[src/rtl/apc_add_pkg.sv]
// Shared types and constants for the apcADD window sequencer and its select generator.
// The tap table is only consumed when APC_ADD_CTRL_LFSR_EN is defined.
package apc_add_pkg;

    localparam int APC_INUM    = 8;
    localparam int APC_LOGINUM = 3;
    localparam int APC_CWIDTH  = 8;

    typedef enum logic [1:0] {
        ST_IDLE  = 2'd0,
        ST_RUN   = 2'd1,
        ST_DRAIN = 2'd2,
        ST_DONE  = 2'd3
    } apc_state_e;

    // Maximal-length Fibonacci taps; bit i set means register bit i feeds the XOR.
    function automatic logic [7:0] lfsr_taps(input int n);
        logic [7:0] t;
        case (n)
            2:       t = 8'b0000_0011;
            3:       t = 8'b0000_0110;
            4:       t = 8'b0000_1100;
            5:       t = 8'b0001_0100;
            6:       t = 8'b0011_0000;
            7:       t = 8'b0110_0000;
            8:       t = 8'b1011_1000;
            default: t = 8'b0000_0000;
        endcase
        return t;
    endfunction

endpackage

[src/rtl/apc_add_ctrl_rand_gen.sv]
// Select-number generator for apcADD: a modulo counter by default, or a Fibonacci
// LFSR (seed 1, never zero) when APC_ADD_CTRL_LFSR_EN is defined.
module apc_rand_gen
    import apc_add_pkg::*;
#(
    parameter int LOGINUM = APC_LOGINUM
) (
    input  logic               clk,
    input  logic               rst_n,
    input  logic               load,
    input  logic               advance,
    output logic [LOGINUM-1:0] randNum
);

    logic [LOGINUM-1:0] rnd_q, rnd_d;

`ifdef APC_ADD_CTRL_LFSR_EN
    if (LOGINUM < 2 || LOGINUM > 8) begin : g_bad_width
        $error("apc_rand_gen: LFSR supports LOGINUM 2..8");
    end

    localparam logic [LOGINUM-1:0] TAPS = LOGINUM'(lfsr_taps(LOGINUM));

    always_comb begin
        rnd_d = rnd_q;
        if (load) begin
            rnd_d = LOGINUM'(1);
        end else if (advance) begin
            rnd_d = {rnd_q[LOGINUM-2:0], ^(rnd_q & TAPS)};
        end
    end
`else
    always_comb begin
        rnd_d = rnd_q;
        if (load) begin
            rnd_d = '0;
        end else if (advance) begin
            rnd_d = rnd_q + LOGINUM'(1);
        end
    end
`endif

    always_ff @(posedge clk) begin
        if (!rst_n) begin
            rnd_q <= '0;
        end else begin
            rnd_q <= rnd_d;
        end
    end

    assign randNum = rnd_q;

endmodule

[src/rtl/apc_add_ctrl.sv]
// Window sequencer for the approximate parallel counter adder: issues win_len cycles,
// drains LAT cycles of adder latency and counts ones. Build option: APC_ADD_CTRL_LFSR_EN.
module apc_add_ctrl
    import apc_add_pkg::*;
#(
    parameter int INUM    = APC_INUM,
    parameter int LOGINUM = APC_LOGINUM,
    parameter int CWIDTH  = APC_CWIDTH,
    parameter int LAT     = 1
) (
    input  logic               clk,
    input  logic               rst_n,
    input  logic               start,
    input  logic               abort,
    input  logic [CWIDTH-1:0]  win_len,
    output logic               src_en,
    output logic [LOGINUM-1:0] randNum,
    input  logic               apc_out,
    output logic               busy,
    output logic               done,
    output logic [CWIDTH-1:0]  count
);

    if (INUM != (1 << LOGINUM)) begin : g_bad_inum
        $error("apc_add_ctrl: INUM must equal 2**LOGINUM");
    end
    if (LAT < 0 || LAT > 4) begin : g_bad_lat
        $error("apc_add_ctrl: LAT must be 0..4");
    end

    apc_state_e        state_q, state_d;
    logic [CWIDTH-1:0] len_q, len_d;
    logic [CWIDTH-1:0] issue_q, issue_d;
    logic [CWIDTH-1:0] count_q, count_d;
    logic [2:0]        drain_q, drain_d;

    logic issue, last_issue, accept, kill, smp_vld, adv;

    always_comb begin
        state_d    = state_q;
        len_d      = len_q;
        issue_d    = issue_q;
        count_d    = count_q;
        drain_d    = drain_q;
        accept     = 1'b0;
        kill       = 1'b0;
        issue      = (state_q == ST_RUN);
        last_issue = issue && (issue_q == len_q - CWIDTH'(1));

        // Counting goes first so an accepted start or an abort below overrides it.
        if (smp_vld && apc_out && (count_q != '1)) begin
            count_d = count_q + CWIDTH'(1);
        end

        unique case (state_q)
            ST_IDLE, ST_DONE: begin
                state_d = ST_IDLE;
                if (start) begin
                    accept  = 1'b1;
                    len_d   = win_len;
                    issue_d = '0;
                    count_d = '0;
                    drain_d = '0;
                    state_d = (win_len == '0) ? ST_DONE : ST_RUN;
                end
            end
            ST_RUN: begin
                issue_d = issue_q + CWIDTH'(1);
                if (last_issue) begin
                    state_d = (LAT == 0) ? ST_DONE : ST_DRAIN;
                end
            end
            ST_DRAIN: begin
                drain_d = drain_q + 3'd1;
                if (drain_q == 3'(LAT - 1)) begin
                    state_d = ST_DONE;
                end
            end
            default: state_d = ST_IDLE;
        endcase

        if (abort && (state_q == ST_RUN || state_q == ST_DRAIN)) begin
            kill    = 1'b1;
            state_d = ST_IDLE;
            count_d = '0;
        end
    end

    always_ff @(posedge clk) begin
        if (!rst_n) begin
            state_q <= ST_IDLE;
            len_q   <= '0;
            issue_q <= '0;
            count_q <= '0;
            drain_q <= '0;
        end else begin
            state_q <= state_d;
            len_q   <= len_d;
            issue_q <= issue_d;
            count_q <= count_d;
            drain_q <= drain_d;
        end
    end

    // Valid bits follow each issue through the adder latency to qualify apc_out.
    if (LAT == 0) begin : g_lat0
        assign smp_vld = issue;
    end else begin : g_lat
        logic [LAT-1:0] vld_pipe_q, vld_pipe_d;

        always_comb begin
            vld_pipe_d = kill ? '0 : ((vld_pipe_q << 1) | LAT'(issue));
        end

        always_ff @(posedge clk) begin
            if (!rst_n) begin
                vld_pipe_q <= '0;
            end else begin
                vld_pipe_q <= vld_pipe_d;
            end
        end

        assign smp_vld = vld_pipe_q[LAT-1];
    end

    // The select stays on the last issued value through DRAIN.
    assign adv = issue && !last_issue;

    apc_rand_gen #(
        .LOGINUM (LOGINUM)
    ) u_rand (
        .clk     (clk),
        .rst_n   (rst_n),
        .load    (accept),
        .advance (adv),
        .randNum (randNum)
    );

    assign src_en = (state_q == ST_RUN);
    assign busy   = (state_q == ST_RUN) || (state_q == ST_DRAIN);
    assign done   = (state_q == ST_DONE);
    assign count  = count_q;

endmodule

[config.mk]
export PLATFORM = sky130hd
export DESIGN_NAME = apc_add_ctrl
export DESIGN_NICKNAME = d
export VERILOG_FILES = /design/src/rtl/apc_add_pkg.sv /design/src/rtl/apc_add_ctrl_rand_gen.sv /design/src/rtl/apc_add_ctrl.sv
export SDC_FILE = /design/constraint.sdc
export NUM_CORES = 1
export LEC_CHECK = 0
export ABC_AREA = 1
export CAP_MARGIN = 15
export CORE_MARGIN = 3
export CORE_UTILIZATION = 55
export DETAILED_ROUTE_END_ITERATION = 16
export HOLD_SLACK_MARGIN = 0.12
export PLACE_DENSITY = 0.79
export SLEW_MARGIN = 10
export SYNTH_ARGS = -nofsm -noshare
export SYNTH_HDL_FRONTEND = slang
export SYNTH_SLANG_ARGS = --single-unit
export TNS_END_PERCENT = 5
[constraint.sdc]
create_clock -name clk -period 3.58 [get_ports clk]
set_input_delay 0.716 -clock clk [delete_from_list [all_inputs] [get_ports clk]]
set_output_delay 0.716 -clock clk [all_outputs]
set_load 0.02 [all_outputs]
* Word-level counts from Yosys, hierarchy flattened
Cells that the tools add are included.
W data, S select, Z words.
** Storage, ports and cells
- Flip-flop bits (word level) :: 33
- Latch bits :: 0
- Memory bits (writable) :: 0
- Bits in read-only memories :: 0
- Input bits :: 13
- Logic and storage cells :: 56
- Memories kept :: 0
** Cells by class
- Add/subtract/negate cells :: 5
- Multipliers :: 0
- Div/mod/pow operators :: 0
- Order comparisons :: 0
- Equal/unequal tests :: 8
- Shift operators :: 0
- Mux-type cells :: 15
- Bitwise operators :: 1
- Reductions and logical operators :: 20
** Operators by type and width (count)
- $mux W8 :: 4
- $add A8 B1 Y8 const B :: 2
- $pmux W8 S2 :: 1
- $eq A8 B8 Y1 :: 1
- $logic_not A8 Y1 :: 1
- $mux W2 :: 4
- $ne A8 B8 Y1 const B :: 1
- $reduce_and A2 Y1 :: 4
- $reduce_or A2 Y1 :: 4
- $sub A8 B1 Y8 const B :: 1
- $add A3 B1 Y3 const B :: 2
- $pmux W2 S3 :: 1
- $pmux W3 S2 :: 1
- $logic_and A1 B1 Y1 :: 5
- $eq A2 B2 Y1 const B :: 2
- $ne A2 B2 Y1 const B :: 2
- $reduce_bool A2 Y1 :: 2
- $logic_not A3 Y1 :: 1
- $mux W1 :: 3
- $mux W3 :: 1
- $eq A2 B1 Y1 const B :: 1
- $logic_not A2 Y1 :: 1
- $ne A2 B1 Y1 const B :: 1
- $logic_not A1 Y1 :: 1
- other kinds (2) :: 2

* Depth between registers and ports, before layout
Gate-level depths: netlist of run 1.
- Depth after elaboration :: 5
- Mapped depth :: 15
- Gate-level depth less buffers :: 15

* Hierarchy
A second synthesis of run 1 with hierarchy kept.
** Unflattened totals
- Cell total of the unflattened synthesis :: 255
- Area, all modules :: 1825.5 sq um
** By module, submodules not included
- apc_add_ctrl :: instances 1, cells an instance 235, area an instance 1685.4 sq um
- apc_rand_gen :: instances 1, cells an instance 20, area an instance 140.1 sq um

* Worst setup path before layout of run 1
OpenSTA, ideal clock, no wires.
- Path kind :: reg2reg
- Start point :: register state_q[0]
- End point :: register issue_q[6]
- Setup time :: 133 ps
- Data arrival time :: 1651 ps
- Data required time :: 3447 ps
- Setup slack :: 1797 ps
- Cell stages (with the launch flop) :: 12
- Clock period less this slack :: 1783 ps
- Cell sequence :: dfxtp_1 > inv_1 > ha_1 > inv_1 > a21oi_4 > inv_4 > nand2_2 > nor2_2 > nand2_1 > nor2_2 > and3_1 > nor3_1
** On the way
- Word-level cells in the longest chain between the ends :: 4
- Elaborated cells on any way between the ends :: 8
** Ends and longest elaborated chain
- start: declaration :: line apc_add_ctrl.sv:31 : apc_state_e state_q, state_d;
- start signal: assignment :: line apc_add_ctrl.sv:97 : state_q <= state_d;
- $eq A2 B2 Y1 or $logic_not A2 Y1 (tied branches) :: line apc_add_ctrl.sv:55 : unique case (state_q)
- $reduce_or A2 Y1 :: line apc_add_ctrl.sv:55
- $ne A2 B2 Y1 (no line) or $reduce_bool A2 Y1 (tied branches)
- $reduce_and A2 Y1 (no line)
- end signal: assignment :: line apc_add_ctrl.sv:99 : issue_q <= issue_d;
- end: declaration :: line apc_add_ctrl.sv:33 : logic [CWIDTH-1:0] issue_q, issue_d;
Several ways; a longest one is shown, not always the timed one.
A chain may end at the register's enable or synchronous reset.

* Worst setup path after layout of run 1
- Start point :: register state_q[0]
- End point :: output busy
** On the way
- Word-level cells in the longest chain between the ends :: 2
- Elaborated cells on any way between the ends :: 3
** Ends and longest elaborated chain
- $eq A2 B1 Y1 or $eq A2 B2 Y1 (tied branches) :: line apc_add_ctrl.sv:140 : assign busy = (state_q == ST_RUN) || (state_q == ST_DRAIN);
- $logic_or A1 B1 Y1 * :: line apc_add_ctrl.sv:140
- end: declaration :: line apc_add_ctrl.sv:19 : output logic busy,
Mark *: on every way between the ends. The rest lies on a longest branch, timed or not.

==> summary.txt, run 1 <==
Outcome
  • Status: completed

Logic synthesis
  • Post-synthesis mux area share: 0%
  • Post-synth top flop: dfxtp_1
  • Post-Synth XOR/XNOR Area: 3.91%
  • Post-Syn Nets: 271
  • Post-Synth Adder-Cell Area: 6.29%
  • Synthesized area: 1790 sq um
  • Synth Warn #: 0
  • Yosys reg bits: 33
  • Synth cell types: 32
  • Mapped Cells: 249
  • Register area share after synthesis: 36.9%
  • Post-synth ARST share: 0%
  • Mapped Avg Cell Area: 7.19 sq um
  • Main combinational cell family by area after synthesis: simple AND/OR/NAND/NOR gates
  • Compound-cell area share of the yosys netlist: 15.0%
  • Post-synth EDFFs: 0
  • Simple logic cell fraction of the synthesized area: 29.8%

Global route
  • Total track usage: 20.7%
  • Grt total ovfl: 0
  • Initial antenna violation count: 0
  • Largest net degree at the start of global routing: 19
  • Vias in the first global route: 1479
  • First-pass GRT wire length: 6660 um

Critical path
  • Crit end category: output port
  • CP startpoint kind: flip-flop
  • Worst Path Required: 2.86 ns
  • Critical path cell sequence: inv_1 -> ha_1 -> inv_1 -> clkdlybuf4s50_1
  • Most used cell, CP: inv_1
  • Peak fanout along the critical path: 4
  • Worst EP arrival: 1.97 ns
  • Kind of critical path: reg2out
  • Slowest stage delay, CP: 0.64 ns
  • Setup slack, reg-to-reg: 1.58 ns
  • Slowest-stage cell, CP: clkdlybuf4s50_1

Power
  • Pwr Density: 586 nW/um^2
  • Worst VDD drop: 0.000373 V
  • Static Leak: 0.911 nW

Timing
  • Worst-Margin Slew: 0.439 ns
  • Worst Hold Margin: 0.497 ns
  • Max Transition Viols Final: 0
  • Number of setup violations in the final report: 0
  • Final hold violation count: 0
  • RSZ-0062 raised after global routing: no
  • Minimum clock period: 2.68 ns
  • FMAX: 373 MHz
  • Final clock skew: 0.00762 ns
  • Slew margin rel.: 70.5%
  • Fin crit share: 74.9%
  • TNS Setup: 0 ns
  • Worst setup margin: 0.898 ns

Detailed routing
  • Via-per-instance ratio: 5.12
  • WL final: 3760 um
  • 1st-pass router iterations: 4
  • 1st-iter DRT viols: 119
  • Vias: 1664
  • Final ANT Viol Nets: 0
  • Routed len/inst: 11.6 um
  • Number of remaining DRC errors: 0

Cells and area
  • Sequential cell area: 661 sq um
  • Final Non-Filler Cells: 325
  • Final-layout fill cell count: 261
  • Share of layout cells above drive strength 1: 10.7%
  • P&R area growth vs syn: 21.1%
  • # diodes: 0
  • Layout Nets: 302
  • Area occupied by multi-input gates: 983 sq um
  • Final Util: 70.4%

Floorplanning
  • Initial Util: 58.2%
  • Core area: 3080 sq um
  • Die Y: 63.1 um
  • IO Count: 27
  • Die ar.: 3980 sq um
  • Die Wd: 63.1 um
  • Row count: 20

Placement
  • Final HPWL DP: 3000 um
  • GP Congestion: 0.861
  • Placed insts: 317
  • Worst slack, placed: 1.17 ns
  • Port bufs: 26

CTS
  • Clock Path Buffers: 2
  • Clock Tree Root: clkbuf_4
  • CTS Hold Bufs: 0
  • Worst skew pair latency: 0.34 ns
  • Clk slew on worst S/H paths: 0.10 ns
  • Depth of the CTS H-tree: 2
  • Post_cts resized: 0
  • Number of post-CTS setup repair buffers: 0
  • CTS buffer count: 5
  • TritonCTS clock tree: built
  • Clock sinks: 33

Hold path
  • Hold Path Class: reg2reg

Run
  • Total of max-cap violations: 0
## power by group
group          total, mW  switching [mW]  internal (mW)
Combinational      0.558           0.357          0.201
Clock              0.244           0.131          0.114
Sequential         0.468          0.0463          0.421
Total               1.27           0.534          0.736
## final timing paths
check,cells past startpoint,startpoint,endpoint
setup reg to reg,12,state_q[0],issue_q[6]
setup / recovery,4,state_q[0],busy
hold reg to reg,2,u_rand.randNum[1],u_rand.randNum[1]
hold / removal,2,u_rand.randNum[1],u_rand.randNum[1]
## routing by layer
metal  share of wire (%)  wire length, um  global-route usage (%)  up-vias
li1                    -                -                       -      882
met1                  48             1800                    27.9      735
met2                  46             1720                    32.5       37
met3                 4.6              174                    5.17       10
met4                 1.6               59                    6.06        0
met5                   0                0                       0        -
## Yosys cell counts, drive strengths merged, types with 2 or more instances
cell     n  area, sq um
nand3   15         85.1
inv     35          134
a211oi   5         37.5
nand2   49          194
nor3    11         60.1
xor2     4         35.0
nor4     2         12.5
o21ai   13         65.1
nor2    33          134
dfxtp   33          661
nor3b    3         27.5
a21oi   24          143
xnor2    4         35.0
ha       9          113
## registers in the layout, indices dropped and copies added (netlist names)
name              count
issue_q               8
u_rand.randNum        3
len_q                 8
drain_q               3
count                 8
state_q               2
g_lat.vld_pipe_q      1
## cell families (layout without fill, tap and decap cells)
logic type      after synthesis  in the layout
compound gates               45             45
xor+xnor                      8              8
fa+ha+maj                     9              9
buf+inv                      38             70
flops                        33             33
simple gates                116            116
## cell type report
class / count / area share (%)
Clock buffer: 7 / 3.00
Clock inverter: 1 / 0.231
Inverter: 36 / 6.41
Multi-Input combinational cell: 178 / 45.4
Sequential cell: 33 / 30.5
Tap cell: 44 / 2.54
Timing Repair Buffer: 26 / 12.0
## cell usage in the layout (no fill, tap or decap), drive strengths merged
cell           instances
nand2                 49
inv                   35
dfxtp                 33
nor2                  33
clkdlybuf4s50         26
a21oi                 24
nand3                 15
o21ai                 13
nor3                  11
ha                     9
clkbuf                 7
a211oi                 5
xnor2                  4
xor2                   4
nor3b                  3
clkinv                 2
nor4                   2
nand4                  1
a21o                   1
nand3b                 1
and3                   1
a22oi                  1
o21a                   1
## per-stage QoR
step / cell area [sq um] / total power, mW
2_1_floorplan: 1790 / 0.886
3_3_place_gp: 2100 / 1.02
3_5_place_dp: 2100 / 1.03
4_1_cts: 2170 / 1.28
5_1_grt: 2170 / 1.38
6_report: 2170 / 1.27
## worst max-delay path: cells and delay by family, from the launching register on
| kind | cells | cell delay [ns] |
|---|---|---|
| adders and majority gates | 1 | 0.35 |
| DFF | 1 | 0.37 |
| buffers and inverters | 3 | 0.91 |
Note: power is estimated with default switching activity, not from simulation.
==> run 2: changes to the inputs <==
--- a/config.mk
+++ b/config.mk
@@ -8,10 +8,10 @@
 export ABC_AREA = 1
 export CAP_MARGIN = 15
 export CORE_MARGIN = 3
-export CORE_UTILIZATION = 55
+export CORE_UTILIZATION = 53
 export DETAILED_ROUTE_END_ITERATION = 16
 export HOLD_SLACK_MARGIN = 0.12
-export PLACE_DENSITY = 0.79
+export PLACE_DENSITY = 0.76
 export SLEW_MARGIN = 10
 export SYNTH_ARGS = -nofsm -noshare
 export SYNTH_HDL_FRONTEND = slang
==> constraint.sdc (replaced) <==
create_clock -name clk -period 2.7 [get_ports clk]
set_input_delay 0.54 -clock clk [delete_from_list [all_inputs] [get_ports clk]]
set_output_delay 0.54 -clock clk [all_outputs]
set_load 0.02 [all_outputs]
==> run 2 against run 1 <==
Effect of this change: sequential power up 32%; die area up 3.4%; routed wire length down 0.32%; worst hold slack worse by 0.0037 ns; setup slack worse by 0.71 ns; utilization down 1.5 points; clock-buffer cell count down 1; non-clock buffer count up 1; flip-flop and latch count unchanged; first-iteration DRC count down 66%; critical path type unchanged; critical endpoint unchanged; largest cell class unchanged.
==> summary.txt, run 2 (synthesis results as in run 1) <==
Floorplanning
  • Die Wd: 64.1 um (+1.7%)
  • IO Count: 27 (unchanged)
  • Core area: 3130 sq um (+1.6%)
  • Row count: 20 (unchanged)
  • Die Y: 64.1 um (+1.7%)
  • Initial Util: 57.2% (-0.93 points)
  • Die ar.: 4110 sq um (+3.4%)

Cells and area
  • # diodes: 0 (unchanged)
  • Final-layout fill cell count: 297 (+14%)
  • Post-route cell area: 2160 sq um (-0.52%)
  • Most common cell after layout, fill and taps aside: nand2_1
  • Final Non-Filler Cells: 326 (+0.31%)
  • Share of layout cells above drive strength 1: 10.6% (-0.038 points)
  • Final Util: 69.0% (-1.5 points)
  • Most frequent cells in the layout: nand2_1, dfxtp_1, nor2_1
  • P&R area growth vs syn: 20.5%
  • Layout Nets: 303 (+0.33%)

Detailed routing
  • Final ANT Viol Nets: 0 (unchanged)
  • Routed len/inst: 11.5 um (-0.63%)
  • Via-per-instance ratio: 4.91 (-4.0%)
  • Vias: 1602 (-3.7%)
  • WL final: 3750 um (-0.32%)
  • 1st-iter DRT viols: 40 (-66%)
  • 1st-pass router iterations: 5 (+1)
  • Number of remaining DRC errors: 0 (unchanged)

Critical path
  • Worst Path Required: 2.16 ns (-0.70 ns)
  • Worst EP arrival: 1.98 ns (about the same)
  • Critical Path End: busy
  • CP startpoint kind: flip-flop
  • Most used cell, CP: inv_1
  • R2R depth: 12 (unchanged)
  • Crit end category: output port
  • Setup slack, reg-to-reg: 0.68 ns (-0.90 ns)
  • Kind of critical path: reg2out
  • Slowest stage delay, CP: 0.64 ns (about the same)
  • Peak fanout along the critical path: 4 (unchanged)
  • Critical path buffers and inverters: 3 (unchanged)
  • Slowest-stage cell, CP: clkdlybuf4s50_1
  • Critical path cell sequence: inv_1 -> ha_1 -> inv_1 -> clkdlybuf4s50_1
  • Critical path's top delay family: buffers and inverters
  • Worst R2R End: issue_q[6]
  • Reg2reg start: state_q[0]
  • Worst Setup SP: state_q[0]
  • Levels on crit path: 4 (unchanged)

Global route
  • First-pass GRT wire length: 6560 um (-1.5%)
  • Total track usage: 20.6% (-0.10 points)
  • Initial antenna violation count: 0 (unchanged)
  • Largest net degree at the start of global routing: 19 (unchanged)
  • Grt total ovfl: 0 (unchanged)
  • Vias in the first global route: 1453 (-1.8%)

Timing
  • Final clock skew: 0.0104 ns (+0.00274 ns)
  • Fin crit share: 93.2%
  • TNS Setup: 0 ns (unchanged)
  • Slew margin rel.: 66.9% (-3.6 points)
  • Number of setup violations in the final report: 0 (unchanged)
  • FMAX: 397 MHz
  • Max Transition Viols Final: 0 (unchanged)
  • Final hold violation count: 0 (unchanged)
  • Worst setup margin: 0.184 ns (-0.715 ns)
  • Minimum clock period: 2.52 ns
  • Worst-Margin Slew: 0.493 ns (+0.0544 ns)
  • RSZ-0062 raised after global routing: no

Placement
  • Port bufs: 26 (unchanged)
  • Final HPWL DP: 2970 um (-1.0%)
  • GP Congestion: 0.821 (-4.7%)
  • Worst slack, placed: 0.491 ns (-0.678 ns)
  • Placed insts: 318 (+0.32%)
  • DP Area: 2110 sq um (+0.36%)

CTS
  • Worst skew pair latency: 0.34 ns (about the same)
  • CTS buffer count: 5 (unchanged)
  • Post_cts resized: 0 (unchanged)
  • CTS Hold Bufs: 0 (unchanged)
  • Clk slew on worst S/H paths: 0.10 ns (about the same)
  • Clock sinks: 33 (unchanged)
  • Number of post-CTS setup repair buffers: 0 (unchanged)
  • Clock Path Buffers: 2 (unchanged)
  • Clock Tree Root: clkbuf_4
  • TritonCTS clock tree: built
  • Depth of the CTS H-tree: 2 (unchanged)

Power
  • Pwr Density: 757 nW/um^2 (+29%)
  • Static Leak: 0.907 nW (-0.44%)
  • Worst VDD drop: 0.000478 V (+28%)

Hold path
  • Hold Path Class: reg2reg

Outcome
  • Status: completed

Run
  • Total of max-cap violations: 0 (unchanged)
[run 2: cell types whose count changed in the layout (fill, tap and decap cells not counted), sizes merged]
| cell | change |
|---|---|
| clkbuf | -1 |
| buf | +1 |
| clkinv | +1 |
[run 2: through the flow]
stage,hold slack (ns),power [mW]
final,0.493,1.63
after global routing,0.519,1.79
after CTS,0.500,1.64
after detailed placement,0.479,1.38
after global placement,0.478,1.37
after floorplan,0.457,1.17
[run 2: layout make-up]
type | count | area [sq um] | share of cell area [%]
clock buffer | 6 | 41.3 | 1.91
tap | 44 | 55.1 | 2.55
inverter | 36 | 139 | 6.44
clock inverter | 2 | 10.0 | 0.464
multi-input combinational | 178 | 983 | 45.6
timing repair buffer | 27 | 268 | 12.4
sequential | 33 | 661 | 30.6
[run 2: where the power goes]
group | total [mW] | switching [mW] | internal [mW]
logic | 0.745 | 0.471 | 0.274
registers | 0.619 | 0.0605 | 0.559
clock network | 0.268 | 0.169 | 0.0991
total | 1.63 | 0.700 | 0.931
[run 2: per-layer routing]
metal  wire length (um)  vias to the layer above  GRT usage [%]
li1                   -                      875              -
met1               1880                      695           27.3
met2               1670                       27           31.5
met3                144                        5           5.45
met4                 53                        0           8.71
met5                  0                        -              0
[run 2: worst min-delay path by stage]
| stage | startpoint | end | slack, ns | cells after the start |
|---|---|---|---|---|
| after CTS | len_q[1] | len_q[1] | 0.50 | 2 |
| final | u_rand.randNum[1] | u_rand.randNum[1] | 0.49 | 2 |
| after detailed placement | u_rand.randNum[1] | u_rand.randNum[1] | 0.48 | 2 |
| after global routing | u_rand.randNum[1] | u_rand.randNum[1] | 0.52 | 2 |
| after floorplan | len_q[6] | len_q[6] | 0.46 | 2 |
| after global placement | u_rand.randNum[2] | u_rand.randNum[2] | 0.48 | 2 |
[run 2: worst register-to-register path, stage by stage (launching register included)]
cell and delay (ns):
dfxtp_1 0.38, inv_1 0.07, ha_1 0.35, nand2_2 0.26, clkinv_2 0.15, a21oi_4 0.18, inv_4 0.07, nand2_2 0.06
nor2_2 0.04, nand2_1 0.08, nor2_2 0.05, and3_1 0.14, nor3_1 0.11
